## src/rtl/aimc_lib.sv

```systemverilog
// Shared AIMC definitions: command encoding, utilization categories and the
// clocking/averaging constants used by the utilization monitor.
package aimc_lib;

    localparam GLOBAL_CLK = "CK_DIV1";
    localparam int AVG_SHIFT = 4;

    localparam int CAT_W = 3;
    localparam logic [CAT_W-1:0] CAT_WRITE   = 3'd7;
    localparam logic [CAT_W-1:0] CAT_READ    = 3'd6;
    localparam logic [CAT_W-1:0] CAT_COMPUTE = 3'd5;
    localparam logic [CAT_W-1:0] CAT_OPEN    = 3'd4;
    localparam logic [CAT_W-1:0] CAT_REFRESH = 3'd3;
    localparam logic [CAT_W-1:0] CAT_OTHER   = 3'd2;

    typedef enum logic [4:0] {
        NOP1, WOM, WDM, WRGB, WRBIAS, WRBK,
        RD, RDMAC, RDAF,
        MACSB, MAC4B, MACAB, AF, EWMUL, RDCP, WRCP,
        ACT, ACT4, ACT16, ACTAF4, ACTAF16, NDME, NDMX, PREPB, PREAB,
        REFPB, REFAB, MRS_TEMP,
        MRS, SRE, SRX, PDE
    } cmd_t;

    typedef struct packed {
        logic             en;
        logic [CAT_W-1:0] cat;
    } cat_sel_t;

    // NOP1 is idle time, so it is the only command that does not count.
    function automatic cat_sel_t cmd2cat(input cmd_t c);
        cat_sel_t r;
        r.en  = 1'b1;
        r.cat = CAT_OTHER;
        case (c)
            WOM, WDM, WRGB, WRBIAS, WRBK:                        r.cat = CAT_WRITE;
            RD, RDMAC, RDAF:                                     r.cat = CAT_READ;
            MACSB, MAC4B, MACAB, AF, EWMUL, RDCP, WRCP:          r.cat = CAT_COMPUTE;
            ACT, ACT4, ACT16, ACTAF4, ACTAF16, NDME, NDMX,
            PREPB, PREAB:                                        r.cat = CAT_OPEN;
            REFPB, REFAB, MRS_TEMP:                              r.cat = CAT_REFRESH;
            NOP1:                                                r.en  = 1'b0;
            default:                                             r.cat = CAT_OTHER;
        endcase
        return r;
    endfunction

endpackage

```

## src/rtl/util_mon_mc_if.sv

```systemverilog
// Command inputs and utilization report bundle of the utilization monitor.
interface util_mon_mc_if
    import aimc_lib::*;
#(
    parameter int NUM_CH  = 1,
    parameter int NUM_CAT = 8,
    parameter int OUT_W   = 7
);
    cmd_t [NUM_CH-1:0]             cmd;
    logic [NUM_CH-1:0]             cmd_valid;
    logic                          mode;
    logic                          mon_upd;
    logic                          peak_clr;
    logic [NUM_CAT-1:0][OUT_W-1:0] util;
    logic [NUM_CAT-1:0][OUT_W-1:0] util_peak;
    logic                          util_vld;
    logic [NUM_CAT-1:0]            ovf;

    modport master (
        output cmd, cmd_valid, mode, mon_upd, peak_clr,
        input  util, util_peak, util_vld, ovf
    );

    modport slave (
        input  cmd, cmd_valid, mode, mon_upd, peak_clr,
        output util, util_peak, util_vld, ovf
    );
endinterface

```

## src/rtl/util_cat_cnt.sv

```systemverilog
// One saturating utilization counter; nxt is the saturated value including
// this cycle's increment, which is also what a closing window reports.
module util_cat_cnt #(
    parameter int CNT_W = 32,
    parameter int INC_W = 8
) (
    input  logic             clk,
    input  logic             rst_n,
    input  logic             clr,
    input  logic [INC_W-1:0] inc,
    output logic [CNT_W-1:0] nxt,
    output logic             sat
);
    localparam int SUM_W = ((CNT_W > INC_W) ? CNT_W : INC_W) + 1;
    localparam logic [CNT_W-1:0] CNT_MAX = '1;

    logic [CNT_W-1:0] cnt;
    logic [SUM_W-1:0] sum;

    assign sum = SUM_W'(cnt) + SUM_W'(inc);
    assign sat = sum > SUM_W'(CNT_MAX);
    assign nxt = sat ? CNT_MAX : sum[CNT_W-1:0];

    always_ff @(posedge clk) begin
        if (!rst_n || clr) begin
            cnt <= '0;
        end else begin
            cnt <= nxt;
        end
    end
endmodule

```

## src/rtl/util_mon_mc.sv

```systemverilog
// Per-category command utilization monitor: counts weighted commands over a
// window (timer or external close) and reports scaled snapshots and peaks.
module util_mon_mc
    import aimc_lib::*;
#(
    parameter int NUM_CH   = 1,
    parameter int NUM_CAT  = 8,
    parameter int CNT_W    = 32,
    parameter int OUT_W    = 7,
    parameter int AVG_SH   = AVG_SHIFT,
    parameter int WIN_LOG2 = AVG_SHIFT,
    parameter int CNT_INC  = (GLOBAL_CLK == "CK_DIV1") ? 100 : 50
) (
    input logic          clk,
    input logic          rst_n,
    util_mon_mc_if.slave bus
);
    localparam int CH_W  = $clog2(NUM_CH + 1);
    localparam int INC_W = $clog2(CNT_INC * NUM_CH + 1);
    localparam logic [CNT_W-1:0] OUT_MAX = CNT_W'((1 << OUT_W) - 1);

    cat_sel_t                      dec [NUM_CH];
    logic [NUM_CAT-1:0][OUT_W-1:0] snap;
    logic [NUM_CAT-1:0]            sat;
    logic [WIN_LOG2-1:0]           timer;
    logic                          mode_q;
    logic                          started;
    logic                          mode_chg;
    logic                          wclose;
    logic                          snap_en;
    logic [NUM_CAT-1:0][OUT_W-1:0] util_r;
    logic [NUM_CAT-1:0][OUT_W-1:0] peak_r;
    logic                          util_vld_r;
    logic [NUM_CAT-1:0]            ovf_r;

    always_comb begin
        for (int ch = 0; ch < NUM_CH; ch++) begin
            dec[ch] = cmd2cat(bus.cmd[ch]);
        end
    end

    // The first cycle after reset compares against a cleared mode_q, so it
    // must not be mistaken for a mode switch.
    assign mode_chg = started && (bus.mode != mode_q);
    assign wclose   = bus.mon_upd || (bus.mode && (timer == '1));
    assign snap_en  = wclose && !mode_chg;

    for (genvar c = 0; c < NUM_CAT; c++) begin : g_cat
        if (c < CAT_OTHER) begin : g_rsvd
            assign snap[c] = '0;
            assign sat[c]  = 1'b0;
        end else begin : g_live
            logic [CH_W-1:0]  hits;
            logic [INC_W-1:0] inc;
            logic [CNT_W-1:0] nxt;
            logic [CNT_W-1:0] shifted;

            always_comb begin
                hits = '0;
                for (int ch = 0; ch < NUM_CH; ch++) begin
                    if (bus.cmd_valid[ch] && dec[ch].en && (dec[ch].cat == CAT_W'(c))) begin
                        hits = hits + CH_W'(1);
                    end
                end
            end

            assign inc = INC_W'(hits * CNT_INC);

            util_cat_cnt #(
                .CNT_W (CNT_W),
                .INC_W (INC_W)
            ) u_cnt (
                .clk   (clk),
                .rst_n (rst_n),
                .clr   (wclose || mode_chg),
                .inc   (inc),
                .nxt   (nxt),
                .sat   (sat[c])
            );

            assign shifted = nxt >> AVG_SH;
            assign snap[c] = (shifted > OUT_MAX) ? OUT_W'(OUT_MAX) : OUT_W'(shifted);
        end
    end

    always_ff @(posedge clk) begin
        if (!rst_n) begin
            timer      <= '0;
            mode_q     <= 1'b0;
            started    <= 1'b0;
            util_r     <= '0;
            peak_r     <= '0;
            util_vld_r <= 1'b0;
            ovf_r      <= '0;
        end else begin
            started    <= 1'b1;
            mode_q     <= bus.mode;
            timer      <= (mode_chg || !bus.mode || wclose) ? '0 : timer + WIN_LOG2'(1);
            util_vld_r <= snap_en;
            if (snap_en) begin
                util_r <= snap;
            end
            // A clear coinciding with a snapshot restarts the peak at the new value.
            for (int c = 0; c < NUM_CAT; c++) begin
                if (snap_en) begin
                    peak_r[c] <= (bus.peak_clr || (snap[c] > peak_r[c])) ? snap[c] : peak_r[c];
                end else if (bus.peak_clr) begin
                    peak_r[c] <= '0;
                end
            end
            ovf_r <= bus.peak_clr ? '0 : (ovf_r | sat);
        end
    end

    assign bus.util      = util_r;
    assign bus.util_peak = peak_r;
    assign bus.util_vld  = util_vld_r;
    assign bus.ovf       = ovf_r;
endmodule

```

## src/flat_wrapper.sv

```systemverilog
// flat-port wrapper written by rule: the top's interface ports become plain ports
module util_mon_mc_flat import aimc_lib::*;
#(
    parameter int NUM_CH   = 1,
    parameter int NUM_CAT  = 8,
    parameter int CNT_W    = 32,
    parameter int OUT_W    = 7,
    parameter int AVG_SH   = AVG_SHIFT,
    parameter int WIN_LOG2 = AVG_SHIFT,
    parameter int CNT_INC  = (GLOBAL_CLK == "       ") ? 100 : 50
)
  (clk, rst_n, bus_cmd, bus_cmd_valid, bus_mode, bus_mon_upd, bus_peak_clr, bus_util, bus_util_peak, bus_util_vld, bus_ovf);
  util_mon_mc_if #(.NUM_CH(NUM_CH), .NUM_CAT(NUM_CAT), .OUT_W(OUT_W)) bus_i ();
  input logic clk;
  input logic rst_n;
  input wire logic [$bits(bus_i.cmd)-1:0] bus_cmd;
  input wire logic [$bits(bus_i.cmd_valid)-1:0] bus_cmd_valid;
  input wire logic [$bits(bus_i.mode)-1:0] bus_mode;
  input wire logic [$bits(bus_i.mon_upd)-1:0] bus_mon_upd;
  input wire logic [$bits(bus_i.peak_clr)-1:0] bus_peak_clr;
  output wire logic [$bits(bus_i.util)-1:0] bus_util;
  output wire logic [$bits(bus_i.util_peak)-1:0] bus_util_peak;
  output wire logic [$bits(bus_i.util_vld)-1:0] bus_util_vld;
  output wire logic [$bits(bus_i.ovf)-1:0] bus_ovf;
  assign bus_i.cmd = bus_cmd;
  assign bus_i.cmd_valid = bus_cmd_valid;
  assign bus_i.mode = bus_mode;
  assign bus_i.mon_upd = bus_mon_upd;
  assign bus_i.peak_clr = bus_peak_clr;
  assign bus_util = bus_i.util;
  assign bus_util_peak = bus_i.util_peak;
  assign bus_util_vld = bus_i.util_vld;
  assign bus_ovf = bus_i.ovf;
  util_mon_mc #(.NUM_CH(NUM_CH), .NUM_CAT(NUM_CAT), .CNT_W(CNT_W), .OUT_W(OUT_W), .AVG_SH(AVG_SH), .WIN_LOG2(WIN_LOG2), .CNT_INC(CNT_INC)) u_core (.clk(clk), .rst_n(rst_n), .bus(bus_i));
endmodule
```

## config.mk

```make
export PLATFORM = sky130hd
export DESIGN_NAME = util_mon_mc_flat
export DESIGN_NICKNAME = d
export VERILOG_FILES = /design/src/rtl/aimc_lib.sv /design/src/rtl/util_mon_mc_if.sv /design/src/rtl/util_cat_cnt.sv /design/src/rtl/util_mon_mc.sv /design/src/flat_wrapper.sv
export SDC_FILE = /design/constraint.sdc
export NUM_CORES = 1
export LEC_CHECK = 0
export ABC_AREA = 1
export BUFFER_PORTS_ARGS = -buffer_cell sky130_fd_sc_hd__buf_2
export CORE_MARGIN = 2
export CORE_UTILIZATION = 40
export DETAILED_ROUTE_END_ITERATION = 10
export GPL_TIMING_DRIVEN = 0
export MAX_ROUTING_LAYER = met4
export PLACE_DENSITY = 0.53
export SLEW_MARGIN = 20
export SYNTH_ARGS = -nofsm -noshare
export SYNTH_HDL_FRONTEND = slang
export SYNTH_SLANG_ARGS = --single-unit
```

## constraint.sdc

```tcl
create_clock -name clk -period 6.4 [get_ports clk]
set_input_delay 1.28 -clock clk [delete_from_list [all_inputs] [get_ports clk]]
set_output_delay 1.28 -clock clk [all_outputs]
set_load 0.03 [all_outputs]
```

==> results of run 1 <==
state kept, by name, summed over array words and instances, names as in the netlist:
| name | count |
|---|---|
| u_core.bus.util_peak | 42 |
| u_core.started | 1 |
| u_core.bus.ovf | 6 |
| u_core.timer | 4 |
| u_core.bus.util_vld | 1 |
| u_core.mode_q | 1 |
| u_core.g_cat.g_live.u_cnt.cnt | 186 |
| u_core.bus.util | 42 |
kinds of logic (layout without fill, tap and decap cells):
| logic type | Yosys count | in the layout | share of synthesized area |
|---|---|---|---|
| AOI/OAI and AO/OA | 314 | 314 | 0.101 |
| xor gates and xnor gates | 119 | 119 | 0.0654 |
| adders and majority gates | 62 | 62 | 0.0487 |
| buffers and inverters | 373 | 539 | 0.0975 |
| DFF | 283 | 283 | 0.356 |
| other | 1 | 30 | 0.000235 |
| and+or+nand+nor | 1125 | 1125 | 0.331 |
power by group through the flow:
| stage | combinational, mW | sequential, mW | clock [mW] |
|---|---|---|---|
| after floorplan | 0.186 | 1.89 | 0 |
| after global placement | 0.331 | 1.85 | 0 |
| after detailed placement | 0.333 | 1.85 | 0 |
| after CTS | 0.335 | 1.81 | 2.08 |
| after global routing | 0.370 | 1.81 | 2.15 |
| final | 0.334 | 1.81 | 2.02 |
Yosys cell counts, types with 2 or more instances:
master    instances  area, sq um
nand4_1          55          344
nor2_2           16          100
buf_4            32          240
nand3_2          34          340
inv_1           264          991
nand4_2           4         50.1
nor4_1           20          125
inv_2            10         37.5
buf_2             7         35.0
xor2_1           91          797
xnor2_1          28          245
nand2_1         478         1790
a21oi_1         226         1130
clkinv_1          3         11.3
a31o_2            3         26.3
nor2_1          275         1030
o21ai_0          72          360
o21ai_1           4         20.0
or2_2             5         31.3
o21bai_1          2         15.0
and3_1            6         37.5
nand2_2          14         87.6
nor4_2            2         25.0
ha_1             62          776
nor2_4           15          169
buf_6             3         33.8
dfxtp_1         283         5670
a21oi_2           2         17.5
nand3_1         117          586
nor3b_1           4         30.0
nand3_4           2         35.0
nand3b_1          3         22.5
nor3_2            4         40.0
clkbuf_1         45          169
buf_1             8         30.0
nor3_1           61          305
a31oi_1           2         12.5
nand2_4           2         22.5
metal layers:
layer,GRT usage,wire length (um),up-vias
li1,-,-,7676
met1,0.315,22500,6903
met2,0.388,21900,355
met3,0.0436,2840,84
met4,0.0696,1230,0
met5,-,0,-
per-stage QoR:
step / instance area [sq um] / util / total power, mW / hold WS (ns)
2_1_floorplan: 16000 / - / 2.07 / 0.418
3_3_place_gp: 17200 / 0.435 / 2.18 / 0.433
3_5_place_dp: 17200 / 0.435 / 2.18 / 0.435
4_1_cts: 18400 / 0.464 / 4.22 / 0.448
5_1_grt: 18400 / 0.465 / 4.33 / 0.472
6_report: 18400 / 0.465 / 4.17 / 0.447
worst paths after layout:
path	from	end	slack, ns
max	bus_cmd[3]	u_core.bus.util_peak[32]	0.57
min	u_core.timer[0]	u_core.timer[0]	0.45
max reg2reg	u_core.g_cat[6].g_live.u_cnt.cnt[1]	u_core.bus.util_peak[45]	1.89
min reg2reg	u_core.timer[0]	u_core.timer[0]	0.45
cell type report:
| cell class | count | area (sq um) | area share |
|---|---|---|---|
| multi-input combinational | 1650 | 8840 | 0.480 |
| sequential | 283 | 5670 | 0.308 |
| inverter | 278 | 1050 | 0.0568 |
| clock inverter | 17 | 169 | 0.00918 |
| timing repair buffer | 102 | 526 | 0.0286 |
| clock buffer | 47 | 993 | 0.0540 |
| buffer | 95 | 509 | 0.0277 |
| tap | 525 | 657 | 0.0357 |
timing repair:
| item | 4_1_cts | 5_1_grt |
|---|---|---|
| hold buffers | 0 | 0 |
| resized for setup | 0 | 7 |
| buffers inserted | 0 | 1 |
| endpoints found under the setup margin | 0 | 8 |
critical path, delay by kind of cell:
family	cells	cell delay, ns
AND/OR/NAND/NOR	16	2.56
buffers and inverters	4	0.65
XOR/XNOR	1	0.19
AO/OA/AOI/OAI	6	0.91
adder cells (fa/ha/maj)	2	0.69
==> results.ini, run 1 <==
[status]
outcome = finished, final reports clean

[detailed_routing]
first_pass_iters = 5
routed_wl_um = 48500
drc = 0
via_per_inst = 5.01
routed-via-count = 15000
detail-route-antenna-nets = 0
first_iter_violations = 804
wl_per_cell_um = 16.2

[power]
power.share.switching = 0.257
power_leakage_nw = 8.12
power_frac_clock = 0.485
combPwrFrac = 0.080
p_per_area_nw_per_um2 = 226
p_int_mw = 3.09
p_seq_frac = 0.434
peakVddDrop_v = 0.000194
p_sw_mw = 1.07

[timing]
hold_viol = 0
layout_min_cycle_time_ns = 5.83
slew_headroom = 0.294
fin_crit_sh = 0.910
slew_violations = 0
layout_setup_ws_ns = 0.574
setup_viol = 0
rsz0062_at_grt = false
max_slew.worst_pin.slew_ns = 1.05
setup-tns-final_ns = 0
clock.fmax_mhz = 172
finClkSkew_ns = 0.0233

[placed_design]
pre_cts_ws_ns = -0.434
gp_congestion = 0.941
dp_hpwl_um = 37400
io_buffers = 101
place_inst = 2932

[setup_path]
critPathCaptureType = flop
crit_path_frequent_cell = nand2_1
start_kind = input port
path_class = in -> reg
cp_max_fo = 10
arrival_ns = 6.30
slowest_delay_ns = 0.35
rr_worst_depth = 23
cp_slowest_cell = ha_1
cp.required_ns = 6.87

[logic_synthesis]
syn_area_sq_um = 15900
yosysWarnings = 0
synth_enable_flop_cells = 0
syn_inst = 2277
ys_seq_area_frac = 0.356
synthFlopType = dfxtp_1
yosys_register_bits = 283
synth-async-reset-ratio = 0
avgSynthCellArea_sq_um = 7.00
yosys.cell_types.count = 51

[clock_tree]
cts_tree = yes
numCtsBuffers = 36
cts.htree.levels = 2
clockRootBuffer = clkbuf_16
cts_buffer_depth = 3
clkTransAtPathRegs_ns = 0.06
insertion_delay_ns = 0.54
cts_sinks = 283

[floorplanning]
initial_core_util = 0.403
row_count = 73
die-area_sq_um = 41500
core_sq_um = 39500
die_w_um = 204
die_h_um = 204
io_pins = 132

[final_layout]
area_growth_pct = 15.5
nets = 2519
nFillCells = 4142
drive_gt1_frac = 0.132
final_cell_mix = nand2_1, dfxtp_1, nor2_1
layout_commonest_cell = nand2_1
final-instance-count-excl-fill = 2997
antenna_cells = 0

[global_route]
antenna_found_initial = 0
overflow = 0
grt_usage = 0.243
grt_max_degree = 14
grt_first_pass_wirelength_um = 77200
grt_pass1_vias = 14400

[run]
cap_violations = 0

[worst_hold_path]
hp-class = reg -> reg
holdPathStages = 1

Note: power is estimated with default switching activity, not from simulation.
==> inputs of run 2 (changes only) <==
--- a/config.mk
+++ b/config.mk
@@ -12,8 +12,7 @@
 export DETAILED_ROUTE_END_ITERATION = 10
 export GPL_TIMING_DRIVEN = 0
 export MAX_ROUTING_LAYER = met4
-export PLACE_DENSITY = 0.53
-export SLEW_MARGIN = 20
+export SLEW_MARGIN = 10
 export SYNTH_ARGS = -nofsm -noshare
 export SYNTH_HDL_FRONTEND = slang
 export SYNTH_SLANG_ARGS = --single-unit
==> results.ini, run 2 (synthesized netlist as in run 1, its figures left out) <==
[status]
outcome = finished, final reports clean  ; unchanged

[run]
cap_violations = 0  ; unchanged

[timing]
fin_crit_sh = 0.912  ; was 0.910
setup_viol = 0  ; unchanged
hold_viol = 0  ; unchanged
layout_min_cycle_time_ns = 5.84  ; was 5.83 ns
layout_setup_ws_ns = 0.561  ; was 0.574 ns
setup-tns-final_ns = 0  ; unchanged
clock.fmax_mhz = 171  ; was 172 MHz
rsz0062_at_grt = false  ; unchanged
slew_violations = 0  ; unchanged
finClkSkew_ns = 0.0255  ; was 0.0233 ns
max_slew.worst_pin.slew_ns = 1.12  ; was 1.05 ns
slew_headroom = 0.252  ; was 0.294

[floorplanning]
initial_core_util = 0.403  ; unchanged
row_count = 73  ; unchanged
core_sq_um = 39500  ; unchanged
die_w_um = 204  ; unchanged
die_h_um = 204  ; unchanged
io_pins = 132  ; unchanged
die-area_sq_um = 41500  ; unchanged

[setup_path]
slowest_delay_ns = 0.39  ; was 0.35 ns
worst-path-buf-inv = 5  ; was 4
critPathCaptureType = flop  ; unchanged
cp.required_ns = 6.88  ; was 6.87 ns
rr_worst_depth = 23  ; unchanged
cp_slowest_cell = clkbuf_1  ; was ha_1
critical_path_depth = 30  ; was 29
start_kind = input port  ; unchanged
r2r-start = u_core.g_cat[6].g_live.u_cnt.cnt[1]  ; unchanged
crit_start = bus_cmd[3]  ; unchanged
arrival_ns = 6.32  ; was 6.30 ns
crit_path_frequent_cell = nand3_1  ; was nand2_1
critPathTopFamily = simple AND/OR/NAND/NOR gates  ; unchanged
cp_max_fo = 10  ; unchanged
path_class = in -> reg  ; unchanged
r2r_slack_ns = 1.80  ; was 1.89 ns

[detailed_routing]
first_pass_iters = 5  ; unchanged
routed_wl_um = 48900  ; was 48500 um
via_per_inst = 5.06  ; was 5.01
detail-route-antenna-nets = 0  ; unchanged
first_iter_violations = 1022  ; was 804
routed-via-count = 15100  ; was 15000
drc = 0  ; unchanged
wl_per_cell_um = 16.3  ; was 16.2 um

[clock_tree]
numCtsBuffers = 35  ; was 36
postCtsHoldBufs = 0  ; unchanged
cts_setup_buffers = 0  ; unchanged
cts_tree = yes  ; unchanged
insertion_delay_ns = 0.56  ; was 0.54 ns
cts.htree.levels = 2  ; unchanged
cts_buffer_depth = 3  ; unchanged
clockRootBuffer = clkbuf_16  ; unchanged
clkTransAtPathRegs_ns = 0.06  ; about the same
cts_sinks = 283  ; unchanged

[final_layout]
largest_register = u_core.g_cat.g_live.u_cnt.cnt  ; unchanged
area_growth_pct = 15.3  ; was 15.5%
layout_commonest_cell = nand2_1  ; unchanged
regArea_sq_um = 5670  ; unchanged
stdcell_area_sq_um = 18400  ; about the same
final_cell_mix = nand2_1, dfxtp_1, nor2_1  ; unchanged
largest_reg_flops = 186  ; unchanged
drive_gt1_frac = 0.129  ; was 0.132
multi_input_area_sq_um = 8820  ; was 8840 sq um
nFillCells = 4078  ; was 4142
nets = 2517  ; was 2519
post-route-util = 0.465  ; about the same

[placed_design]
io_buffers = 101  ; unchanged
dpl_cell_area_sq_um = 17200  ; unchanged
dp_hpwl_um = 37500  ; was 37400 um
pre_cts_ws_ns = -0.0536  ; was -0.434 ns
gp_congestion = 0.983  ; was 0.941

[power]
power_frac_clock = 0.486  ; was 0.485
combPwrFrac = 0.080  ; about the same
power_leakage_nw = 8.09  ; was 8.12 nW
p_int_mw = 3.11  ; was 3.09 mW
total_power_mw = 4.17  ; about the same
power.share.switching = 0.255  ; was 0.257
p_sw_mw = 1.06  ; was 1.07 mW
p_per_area_nw_per_um2 = 227  ; was 226 nW/um^2
peakVddDrop_v = 0.000196  ; was 0.000194 V
p_seq_frac = 0.434  ; about the same

[global_route]
grt_pass1_vias = 14600  ; was 14400
grt_max_degree = 13  ; was 14
grt_usage = 0.242  ; was 0.243
antenna_found_initial = 0  ; unchanged
overflow = 0  ; unchanged
grt_first_pass_wirelength_um = 77200  ; about the same

[worst_hold_path]
holdPathStages = 1  ; unchanged
holdCritStartpoint = u_core.timer[0]  ; unchanged
hp-class = reg -> reg  ; unchanged

run 2: repair_timing:
item                                   in CTS  in global routing
gates resized for setup                     0                  2
endpoints found under the hold margin       0                  0
setup endpoints to repair                   0                  7
run 2: per-layer routing:
| metal | up-vias | share of wire | global-route usage |
|---|---|---|---|
| met4 | 0 | 0.028 | 0.0832 |
| met5 | - | 0 | - |
| met3 | 77 | 0.047 | 0.0294 |
| met2 | 349 | 0.47 | 0.407 |
| met1 | 7079 | 0.45 | 0.302 |
| li1 | 7643 | - | - |
run 2: power by group through the flow:
stage | combinational (mW) | clock (mW) | sequential [mW]
finish | 0.334 | 2.03 | 1.81
global route | 0.369 | 2.14 | 1.81
CTS | 0.334 | 2.08 | 1.81
detailed placement | 0.333 | 0 | 1.85
global placement | 0.326 | 0 | 1.85
floorplan | 0.186 | 0 | 1.89
run 2: worst paths after layout:
path                                                 end
worst max register to register  u_core.bus.util_peak[45]
worst min register to register           u_core.timer[0]
worst min-delay path                     u_core.timer[0]
worst max-delay path            u_core.bus.util_peak[45]
run 2: through the flow:
stage / std cells / hold slack (ns)
after global placement: 2932 / 0.431
final: 2996 / 0.456
after floorplan: 2306 / 0.418
after global routing: 2995 / 0.477
after CTS: 2995 / 0.462
after detailed placement: 2932 / 0.452
run 2: area by class of cell:
class / instances / share of cell area
diodes: 1 / 0.000136
inverters: 278 / 0.0569
flip-flops and latches: 283 / 0.308
plain buffers: 95 / 0.0276
multi-input cells: 1650 / 0.480
clock buffers: 51 / 0.0553
clock inverters: 12 / 0.00831
well taps: 525 / 0.0357
repair buffers: 101 / 0.0275
==> inputs of run 3 (changes only) <==
--- a/config.mk
+++ b/config.mk
@@ -7,6 +7,7 @@
 export LEC_CHECK = 0
 export ABC_AREA = 1
 export BUFFER_PORTS_ARGS = -buffer_cell sky130_fd_sc_hd__buf_2
+export CORE_ASPECT_RATIO = 0.6
 export CORE_MARGIN = 2
 export CORE_UTILIZATION = 40
 export DETAILED_ROUTE_END_ITERATION = 10
==> results.ini, run 3 (synthesized netlist as in run 1, its figures left out) <==
[setup_path]
worst-path-buf-inv = 4  ; was 5
r2r_slack_ns = 1.71  ; was 1.80 ns
crit_path_frequent_cell = nand2_1  ; was nand3_1
cp_max_fo = 10  ; unchanged
path_class = in -> reg  ; unchanged
rr_worst_depth = 23  ; unchanged
timing.rr.end = u_core.bus.util_peak[33]  ; was u_core.bus.util_peak[45]
critPathTopFamily = simple AND/OR/NAND/NOR gates  ; unchanged
cp.required_ns = 6.90  ; was 6.88 ns
critPathCaptureType = flop  ; unchanged
crit_start = bus_cmd[3]  ; unchanged
arrival_ns = 6.49  ; was 6.32 ns
r2r-start = u_core.g_cat[4].g_live.u_cnt.cnt[1]  ; was u_core.g_cat[6].g_live.u_cnt.cnt[1]
start_kind = input port  ; unchanged
slowest_delay_ns = 0.35  ; was 0.39 ns
cp_slowest_cell = ha_1  ; was clkbuf_1

[timing]
setup_viol = 0  ; unchanged
hold_viol = 0  ; unchanged
slew_headroom = 0.302  ; was 0.252
max_slew.worst_pin.slew_ns = 1.05  ; was 1.12 ns
rsz0062_at_grt = false  ; unchanged
layout_min_cycle_time_ns = 5.99  ; was 5.84 ns
clock.fmax_mhz = 167  ; was 171 MHz
fin_crit_sh = 0.936  ; was 0.912
slew_violations = 0  ; unchanged
finClkSkew_ns = 0.0128  ; was 0.0255 ns

[run]
cap_violations = 0  ; unchanged

[floorplanning]
initial_core_util = 0.407  ; was 0.403
die_w_um = 262  ; was 204 um
die_h_um = 159  ; was 204 um
die-area_sq_um = 41500  ; about the same
io_pins = 132  ; unchanged
row_count = 56  ; was 73
core_sq_um = 39200  ; was 39500 sq um

[final_layout]
final_cell_mix = nand2_1, dfxtp_1, nor2_1  ; unchanged
stdcell_area_sq_um = 18100  ; was 18400 sq um
largest_reg_flops = 186  ; unchanged
nFillCells = 4013  ; was 4078
drive_gt1_frac = 0.127  ; was 0.129
nets = 2511  ; was 2517
antenna_cells = 0  ; was 1
area_growth_pct = 13.8  ; was 15.3%
post-route-util = 0.463  ; was 0.465
layout_commonest_cell = nand2_1  ; unchanged
largest_register = u_core.g_cat.g_live.u_cnt.cnt  ; unchanged

[worst_hold_path]
holdCritStartpoint = u_core.timer[0]  ; unchanged
hold_end = u_core.timer[0]  ; unchanged
hp-class = reg -> reg  ; unchanged
holdPathStages = 1  ; unchanged

[global_route]
grt_pass1_vias = 14100  ; was 14600
overflow = 0  ; unchanged
grt_usage = 0.245  ; was 0.242
grt_max_degree = 15  ; was 13
antenna_found_initial = 0  ; unchanged
grt_first_pass_wirelength_um = 77700  ; was 77200 um

[clock_tree]
numCtsBuffers = 29  ; was 35
cts_sinks = 283  ; unchanged
insertion_delay_ns = 0.57  ; was 0.56 ns
cts.htree.levels = 1  ; was 2
clkTransAtPathRegs_ns = 0.07  ; was 0.06 ns
cts_tree = yes  ; unchanged
cts_buffer_depth = 3  ; unchanged
postCtsHoldBufs = 0  ; unchanged
clockRootBuffer = clkbuf_16  ; unchanged

[detailed_routing]
routed_wl_um = 49800  ; was 48900 um
detail-route-antenna-nets = 0  ; unchanged
first_iter_violations = 1444  ; was 1022
routed-via-count = 15200  ; was 15100
wl_per_cell_um = 16.7  ; was 16.3 um
drc = 0  ; unchanged
via_per_inst = 5.11  ; was 5.06
first_pass_iters = 5  ; unchanged

[placed_design]
io_buffers = 101  ; unchanged
dpl_cell_area_sq_um = 17200  ; about the same
dp_hpwl_um = 39000  ; was 37500 um
gp_congestion = 1.00  ; was 0.983

[power]
peakVddDrop_v = 0.000213  ; was 0.000196 V
power_leakage_nw = 7.97  ; was 8.09 nW
p_per_area_nw_per_um2 = 212  ; was 227 nW/um^2

[status]
outcome = finished, final reports clean  ; unchanged

-- run 3: final cells by class --
class | instances | area (sq um) | share of cell area
Buffer | 95 | 509 | 0.0281
Clock buffer | 42 | 845 | 0.0466
Clock inverter | 10 | 80.1 | 0.00442
Inverter | 278 | 1050 | 0.0577
Multi-Input combinational cell | 1650 | 8820 | 0.487
Sequential cell | 283 | 5670 | 0.313
Tap cell | 522 | 653 | 0.0360
Timing Repair Buffer | 101 | 505 | 0.0279
-- run 3: worst max path at each step --
stage / end / slack, ns / cells after the start
finish: u_core.bus.util_peak[33] / 0.41 / 29
floorplan: u_core.bus.util_peak[31] / 1.14 / 27
CTS: u_core.bus.util_peak[33] / 0.22 / 29
detailed placement: u_core.bus.util_peak[33] / -0.32 / 29
global route: u_core.bus.util_peak[31] / 0.02 / 29
global placement: u_core.bus.util_peak[33] / -0.31 / 29
-- run 3: worst register-to-register path, stage by stage, from the launching register on --
cell,delay (ns)
dfxtp_1,0.32
ha_1,0.18
ha_1,0.20
nand3_1,0.11
o21ai_1,0.17
nand2_1,0.11
nor3_2,0.28
nand4_1,0.33
nor2_1,0.29
nand2_1,0.10
xor2_1,0.23
nand2_1,0.09
nor2_1,0.09
nand3b_1,0.13
nor2_4,0.30
nand3_2,0.13
ha_1,0.32
nand2_1,0.08
nor2_1,0.17
a21oi_1,0.09
o21ai_1,0.32
clkbuf_2,0.32
o21ai_0,0.12
a21oi_1,0.16
-- run 3: through the flow --
stage	cells	setup slack, ns	hold slack (ns)	power, mW	TNS [ns]
2_1_floorplan	2306	1.14	0.418	2.07	0
3_3_place_gp	2929	-0.308	0.428	2.17	-1.67
3_5_place_dp	2929	-0.323	0.455	2.18	-1.83
4_1_cts	2981	0.225	0.464	3.87	0
5_1_grt	2981	0.0156	0.488	3.98	0
6_report	2981	0.408	0.455	3.84	0
-- run 3: metal layers --
layer / track usage / routed length (um) / vias to the layer above
met4: 0.0511 / 1070 / 0
met1: 0.363 / 25200 / 7086
li1: - / - / 7654
met2: 0.350 / 20300 / 453
met3: 0.0355 / 3360 / 53
met5: - / 0 / -
-- run 3: what timing repair did --
item                       4_1_cts  5_1_grt
resized for setup                0        3
setup endpoints to repair        0        7
buffers inserted                 0        0
-- run 3: power by group --
group / switching [mW] / internal [mW] / total, mW
clock: 0.746 / 0.951 / 1.70
combinational: 0.244 / 0.0906 / 0.335
sequential: 0.0222 / 1.79 / 1.81
total: 1.01 / 2.83 / 3.84
